<file path="src/rtl/panda_pkg.sv">
// Shared sizing and helper definitions for the rename-stage physical register free list.
package panda_pkg;

    localparam int NUM_PR   = 64;
    localparam int NUM_AR   = 32;
    localparam int TAG_W    = 7;
    localparam int NUM_FREE = NUM_PR - NUM_AR;
    localparam int FL_PTR_W = $clog2(NUM_FREE);
    localparam int FL_CNT_W = FL_PTR_W + 1;

    typedef logic [TAG_W-1:0]    tag_t;
    typedef logic [FL_PTR_W-1:0] fl_ptr_t;
    typedef logic [FL_CNT_W-1:0] fl_cnt_t;

    // A per-cycle count of 3 is not a legal request; it is treated as 2.
    function automatic logic [1:0] saturateNum(input logic [1:0] num);
        return (num == 2'd3) ? 2'd2 : num;
    endfunction

endpackage

</file>
<file path="src/rtl/free_list_if.sv">
// Dispatch / retire / flush bundle between the ROB-side logic (master) and the free list (slave).
interface free_list_if;
    import panda_pkg::*;

    logic [1:0] rs_mt_fl_dispatch_num;
    tag_t       fl_retire_tag_a;
    tag_t       fl_retire_tag_b;
    logic [1:0] fl_retire_num;
    logic       flush;
    tag_t       fl_pr0;
    tag_t       fl_pr1;
    logic [1:0] fl_avail;
    fl_cnt_t    fl_count;

    modport master (
        output rs_mt_fl_dispatch_num,
        output fl_retire_tag_a,
        output fl_retire_tag_b,
        output fl_retire_num,
        output flush,
        input  fl_pr0,
        input  fl_pr1,
        input  fl_avail,
        input  fl_count
    );

    modport slave (
        input  rs_mt_fl_dispatch_num,
        input  fl_retire_tag_a,
        input  fl_retire_tag_b,
        input  fl_retire_num,
        input  flush,
        output fl_pr0,
        output fl_pr1,
        output fl_avail,
        output fl_count
    );

endinterface

</file>
<file path="src/rtl/free_list.sv">
// Physical-register free list: circular FIFO of free tags with dispatch head, retire tail,
// and a committed head used to recover all in-flight allocations in one cycle on flush.
module free_list
    import panda_pkg::*;
(
    input  logic        clock,
    input  logic        reset,
    free_list_if.slave  fl
);

    tag_t    entry_q [NUM_FREE];
    fl_ptr_t head_q, head_d;
    fl_ptr_t tail_q, tail_d;
    fl_ptr_t archHead_q, archHead_d;
    fl_cnt_t count_q, count_d;

    fl_ptr_t headPlus1;
    fl_ptr_t tailPlus1;
    logic [1:0] avail;
    logic [1:0] dispReq;
    logic [1:0] dispNum;
    logic [1:0] retNum;
    logic [FL_CNT_W:0] countAfter;

    assign headPlus1 = head_q + fl_ptr_t'(1);
    assign tailPlus1 = tail_q + fl_ptr_t'(1);

    // Outputs come only from registered state, so retired tags are never bypassed to dispatch.
    assign fl.fl_pr0   = entry_q[head_q];
    assign fl.fl_pr1   = entry_q[headPlus1];
    assign fl.fl_avail = avail;
    assign fl.fl_count = count_q;

    // Legalise the request counts: saturate 3 to 2 and never hand out more tags than are held.
    always_comb begin
        avail   = (count_q >= fl_cnt_t'(2)) ? 2'd2 : count_q[1:0];
        dispReq = saturateNum(fl.rs_mt_fl_dispatch_num);
        dispNum = (dispReq > avail) ? avail : dispReq;
        retNum  = saturateNum(fl.fl_retire_num);
    end

    // Next pointer and count values; a flush rewinds head to the committed point and refills.
    always_comb begin
        tail_d     = tail_q + fl_ptr_t'(retNum);
        archHead_d = archHead_q + fl_ptr_t'(retNum);
        countAfter = {1'b0, count_q} + (FL_CNT_W+1)'(retNum) - (FL_CNT_W+1)'(dispNum);
        if (fl.flush) begin
            head_d  = archHead_d;
            count_d = fl_cnt_t'(NUM_FREE);
        end else begin
            head_d  = head_q + fl_ptr_t'(dispNum);
            count_d = countAfter[FL_CNT_W-1:0];
        end
    end

    // Pointer and occupancy registers.
    always_ff @(posedge clock or negedge reset) begin
        if (!reset) begin
            head_q     <= '0;
            tail_q     <= '0;
            archHead_q <= '0;
            count_q    <= fl_cnt_t'(NUM_FREE);
        end else begin
            head_q     <= head_d;
            tail_q     <= tail_d;
            archHead_q <= archHead_d;
            count_q    <= count_d;
        end
    end

    // Tag storage: reset holds the non-architected tags in order; retire writes up to two slots at tail.
    always_ff @(posedge clock or negedge reset) begin
        if (!reset) begin
            for (int i = 0; i < NUM_FREE; i++) begin
                entry_q[i] <= tag_t'(NUM_AR + i);
            end
        end else begin
            if (retNum != 2'd0) begin
                entry_q[tail_q] <= fl.fl_retire_tag_a;
            end
            if (retNum == 2'd2) begin
                entry_q[tailPlus1] <= fl.fl_retire_tag_b;
            end
        end
    end

    // Protocol checks on the ROB side of the interface.
    dispatchWithinAvail: assert property (@(posedge clock) disable iff (!reset)
        (!fl.flush) |-> (fl.rs_mt_fl_dispatch_num <= avail));

    numsNotThree: assert property (@(posedge clock) disable iff (!reset)
        (fl.rs_mt_fl_dispatch_num != 2'd3) && (fl.fl_retire_num != 2'd3));

    noOverflow: assert property (@(posedge clock) disable iff (!reset)
        ((retNum != 2'd0) && !fl.flush) |-> (countAfter <= (FL_CNT_W+1)'(NUM_FREE)));

endmodule

</file>
<file path="src/flat_wrapper.sv">
// flat-port wrapper written by rule: the top's interface ports become plain ports
module free_list_flat import panda_pkg::*;
  (clock, reset, fl_rs_mt_fl_dispatch_num, fl_fl_retire_tag_a, fl_fl_retire_tag_b, fl_fl_retire_num, fl_flush, fl_fl_pr0, fl_fl_pr1, fl_fl_avail, fl_fl_count);
  free_list_if fl_i ();
  input  logic clock;
  input  logic reset;
  input wire logic [$bits(fl_i.rs_mt_fl_dispatch_num)-1:0] fl_rs_mt_fl_dispatch_num;
  input wire logic [$bits(fl_i.fl_retire_tag_a)-1:0] fl_fl_retire_tag_a;
  input wire logic [$bits(fl_i.fl_retire_tag_b)-1:0] fl_fl_retire_tag_b;
  input wire logic [$bits(fl_i.fl_retire_num)-1:0] fl_fl_retire_num;
  input wire logic [$bits(fl_i.flush)-1:0] fl_flush;
  output wire logic [$bits(fl_i.fl_pr0)-1:0] fl_fl_pr0;
  output wire logic [$bits(fl_i.fl_pr1)-1:0] fl_fl_pr1;
  output wire logic [$bits(fl_i.fl_avail)-1:0] fl_fl_avail;
  output wire logic [$bits(fl_i.fl_count)-1:0] fl_fl_count;
  assign fl_i.rs_mt_fl_dispatch_num = fl_rs_mt_fl_dispatch_num;
  assign fl_i.fl_retire_tag_a = fl_fl_retire_tag_a;
  assign fl_i.fl_retire_tag_b = fl_fl_retire_tag_b;
  assign fl_i.fl_retire_num = fl_fl_retire_num;
  assign fl_i.flush = fl_flush;
  assign fl_fl_pr0 = fl_i.fl_pr0;
  assign fl_fl_pr1 = fl_i.fl_pr1;
  assign fl_fl_avail = fl_i.fl_avail;
  assign fl_fl_count = fl_i.fl_count;
  free_list u_core (.clock(clock), .reset(reset), .fl(fl_i));
endmodule
</file>
<file path="config.mk">
export PLATFORM = sky130hd
export DESIGN_NAME = free_list_flat
export DESIGN_NICKNAME = d
export VERILOG_FILES = /design/src/rtl/panda_pkg.sv /design/src/rtl/free_list_if.sv /design/src/rtl/free_list.sv /design/src/flat_wrapper.sv
export SDC_FILE = /design/constraint.sdc
export NUM_CORES = 1
export LEC_CHECK = 0
export BUFFER_PORTS_ARGS = -buffer_cell sky130_fd_sc_hd__buf_2
export CAP_MARGIN = 20
export CELL_PAD_IN_SITES_DETAIL_PLACEMENT = 0
export CELL_PAD_IN_SITES_GLOBAL_PLACEMENT = 2
export CORE_UTILIZATION = 46
export DETAILED_ROUTE_END_ITERATION = 7
export PLACE_DENSITY_LB_ADDON = 0.1
export SYNTH_ARGS = -nofsm -noshare
export SYNTH_HDL_FRONTEND = slang
export SYNTH_SLANG_ARGS = --single-unit
</file>
<file path="constraint.sdc">
create_clock -name clock -period 7.39 [get_ports clock]
set_input_delay 1.478 -clock clock [delete_from_list [all_inputs] [get_ports clock]]
set_output_delay 1.478 -clock clock [all_outputs]
set_load 0.01 [all_outputs]
</file>
==> results.json <==
{
  "status": "finished clean",
  "synth-seq-cells": 245,
  "die_y_um": 190.7,
  "worst_slew_pin_slew_ns": 1.086,
  "die_x_um": 190.7,
  "p_seq_share_pct": 33.1,
  "core-area_um2": 34800,
  "clk_latency_ns": 0.57,
  "grt_pass1_wl_mm": 83.71,
  "wirelength_mm": 57.06,
  "swShare_pct": 42.42,
  "power.internal_w": 0.005430,
  "finClkSkew_ns": 0.01236,
  "timing.critical_path.from_type": "flip-flop",
  "synth.most_common_cell": "mux2i_1",
  "max_cap_violations": 0,
  "pwr-share-clk_pct": 16.5,
  "firstDrtPassIters": 6,
  "worst_ep_required_time_ns": 5.91,
  "die_area_um2": 36360,
  "routabilityCongestion": 0.9645,
  "synth_edf_count": 0,
  "min_path_cells": 1,
  "htreeDepth": 1,
  "slew_viol_final": 0,
  "r2r_end": "u_core.head_q[4]",
  "cts_resized": 0,
  "synth_common_cells": "mux2i_1, nand2_1, nor2_1, dfrtp_1, a21oi_1",
  "io_pins": 43,
  "cts_buffers": 29,
  "hold_viol": 0,
  "grt_pass1_vias": 11630,
  "p_leak_nw": 6.878,
  "antenna_cells": 0,
  "r2r_start": "u_core.head_q[0]",
  "setup_violations": 0,
  "cts_sinks": 245,
  "ctsHoldBuffers": 0,
  "worstPathArrival_ns": 4.23,
  "route.vias.total": 12310,
  "r2r_setup_slack_ns": 3.81,
  "synth_fp_nets": 1573,
  "startpoint": "u_core.head_q[0]",
  "p_comb_share_pct": 50.4,
  "fmax_mhz": 175.2,
  "synthTopCellsByArea": "dfrtp_1, dfstp_2, mux2i_1",
  "path_buf_inv": 2,
  "antenna_found_initial": 1,
  "cpMaxStageDelayCell": "dfrtp_4",
  "cts_tree": "yes",
  "whs_endpoint": "u_core.archHead_q[4]",
  "relSlewSlack_pct": 27.63,
  "async_flop_share_pct": 100.0,
  "vias_per_cell": 6.311,
  "cts.root.buffer_cell": "clkbuf_16",
  "synthToLayoutAreaGrowth_pct": 8.077,
  "rsz0062_at_grt": "false",
  "portBuffers": 42,
  "critPathCaptureType": "output port",
  "cts_setup_buffers": 0,
  "num_rows": 68,
  "critical_path.max_stage_delay_ns": 0.88,
  "grt_max_degree": 110,
  "route.detailed.drc": 0,
  "clk_path_buf_depth": 3,
  "fin_crit_sh_pct": 77.22,
  "grt_use_total_pct": 32.11,
  "peakVddDrop_mv": 0.2724,
  "grt_overflow_total": 0,
  "clk_pin_slew_ns": 0.07,
  "synth_top_cell_by_area": "dfrtp_1",
  "worstSetupPathType": "flip-flop to output port",
  "initialDrtViolationCount": 1207,
  "initial_core_util_pct": 47.06,
  "netlist_area_um2": 16370,
  "seq_area_frac_synth_pct": 38.31,
  "power_switching_w": 0.004000,
  "fin_setup_tns_ns": 0,
  "nets": 1519,
  "drive_gt1_share_pct": 25.22,
  "power_density_nw_per_um2": 532.9,
  "synth_top_flop_cell": "dfrtp_1",
  "final_antenna_net_count": 0,
  "synthCells": 1527,
  "synth_top_area_share_pct": 20.17,
  "synth_cell_types": 68,
  "path_cells": "ha_2 -> buf_4 -> mux4_2 -> mux2i_1 -> a2111oi_0 -> buf_2",
  "routedWlPerCell_um": 29.26,
  "reg2regPathDepth": 8,
  "post-route-min-period_ns": 5.707,
  "critPathTopFamily": "flip-flops",
  "worstPathMaxFanout": 45,
  "holdCritStartpoint": "u_core.archHead_q[4]",
  "hold_class": "flip-flop to flip-flop",
  "hpwl_mm": 37.73,
  "whs_ns": 0.4825,
  "yosys_warnings": 0,
  "syn_avg_cell_area_um2": 10.72
}
## per-stage QoR
stage                     total power, W  cell area, um2  utilization [%]  std cells  setup slack [ns]
after floorplan                 0.006244           16370                -       1527             3.586
after CTS                       0.009408           17690            50.83       1949             1.496
after global routing            0.009886           17700            50.86       1950             1.381
after global placement          0.007749           16620            47.77       1895             2.097
after detailed placement        0.007821           16650            47.85       1896             2.118
final                           0.009430           17700            50.86       1950             1.683
## power by group through the flow
| stage | combinational [W] | sequential (W) | clock, W |
|---|---|---|---|
| final | 0.00475 | 0.00312 | 0.00156 |
| after global routing | 0.00510 | 0.00316 | 0.00163 |
| after CTS | 0.00475 | 0.00308 | 0.00158 |
| after detailed placement | 0.00474 | 0.00309 | 0 |
| after global placement | 0.00463 | 0.00311 | 0 |
| after floorplan | 0.00368 | 0.00257 | 0 |
## worst reg2reg max path, stage by stage (launching register included)
cell and delay (ns):
dfrtp_4 0.88, buf_4 0.77, buf_4 0.61, ha_1 0.29, inv_1 0.07, fa_1 0.43, nor2_1 0.15, xnor2_1 0.13
o21ai_0 0.10
## per-layer routing
metal	global-route usage [%]	part of all wire, %
met1	47.54	46
met2	48.88	45
met3	5.226	7.1
met4	7.846	2.5
met5	0	0.014
## placed cells by master (no fill, tap or decap), types with 7 or more instances in the layout
master / instances
buf_4: 18
nand2b_1: 9
nor2b_1: 21
mux2_2: 9
nor2_1: 137
o22ai_1: 7
xnor2_1: 10
clkbuf_16: 29
or3_1: 7
nand2_1: 139
nor3_4: 13
a22oi_1: 7
dfrtp_1: 129
a21oi_1: 122
mux4_2: 98
clkbuf_8: 10
a211oi_1: 8
a311o_1: 7
buf_2: 41
o21ai_0: 85
a221oi_1: 7
a31oi_1: 8
mux2i_1: 280
dfstp_2: 113
ha_1: 19
inv_1: 16
nand3_1: 9
o21ai_1: 34
## logic make-up after synthesis
family                     share of synthesized area [%]
muxes                                              31.21
and+or+nand+nor                                    12.01
AOI/OAI and AO/OA                                  10.78
DFF                                                38.31
buffers and inverters                              4.753
adders and majority gates                          2.140
xor gates and xnor gates                          0.7947
## how the worst max path moves through the flow
stage                                  endpoint  slack, ns  cells after the start
after floorplan           u_core.fl.fl_count[4]       3.59                     14
after global placement             fl_fl_pr1[3]       2.10                      7
after detailed placement           fl_fl_pr1[3]       2.12                      7
after CTS                          fl_fl_pr1[3]       1.50                      7
after global routing               fl_fl_pr1[1]       1.38                      7
final                              fl_fl_pr1[2]       1.68                      6
## flip-flops by register name, summed over array words and instances (netlist names)
register            cells
u_core.tail_q           5
u_core.archHead_q       5
u_core.head_q           5
u_core.entry_q        224
u_core.fl.fl_count      6
## final cells by class
type | instances | area, um2
Clock buffer | 41 | 870.8
Clock inverter | 12 | 166.4
Fill cell | 3174 | 17100
Inverter | 17 | 63.81
Multi-Input combinational cell | 1118 | 9358
Sequential cell | 245 | 6279
Tap cell | 455 | 569.3
Timing Repair Buffer | 62 | 390.4
(Power assumes the default switching activity.)
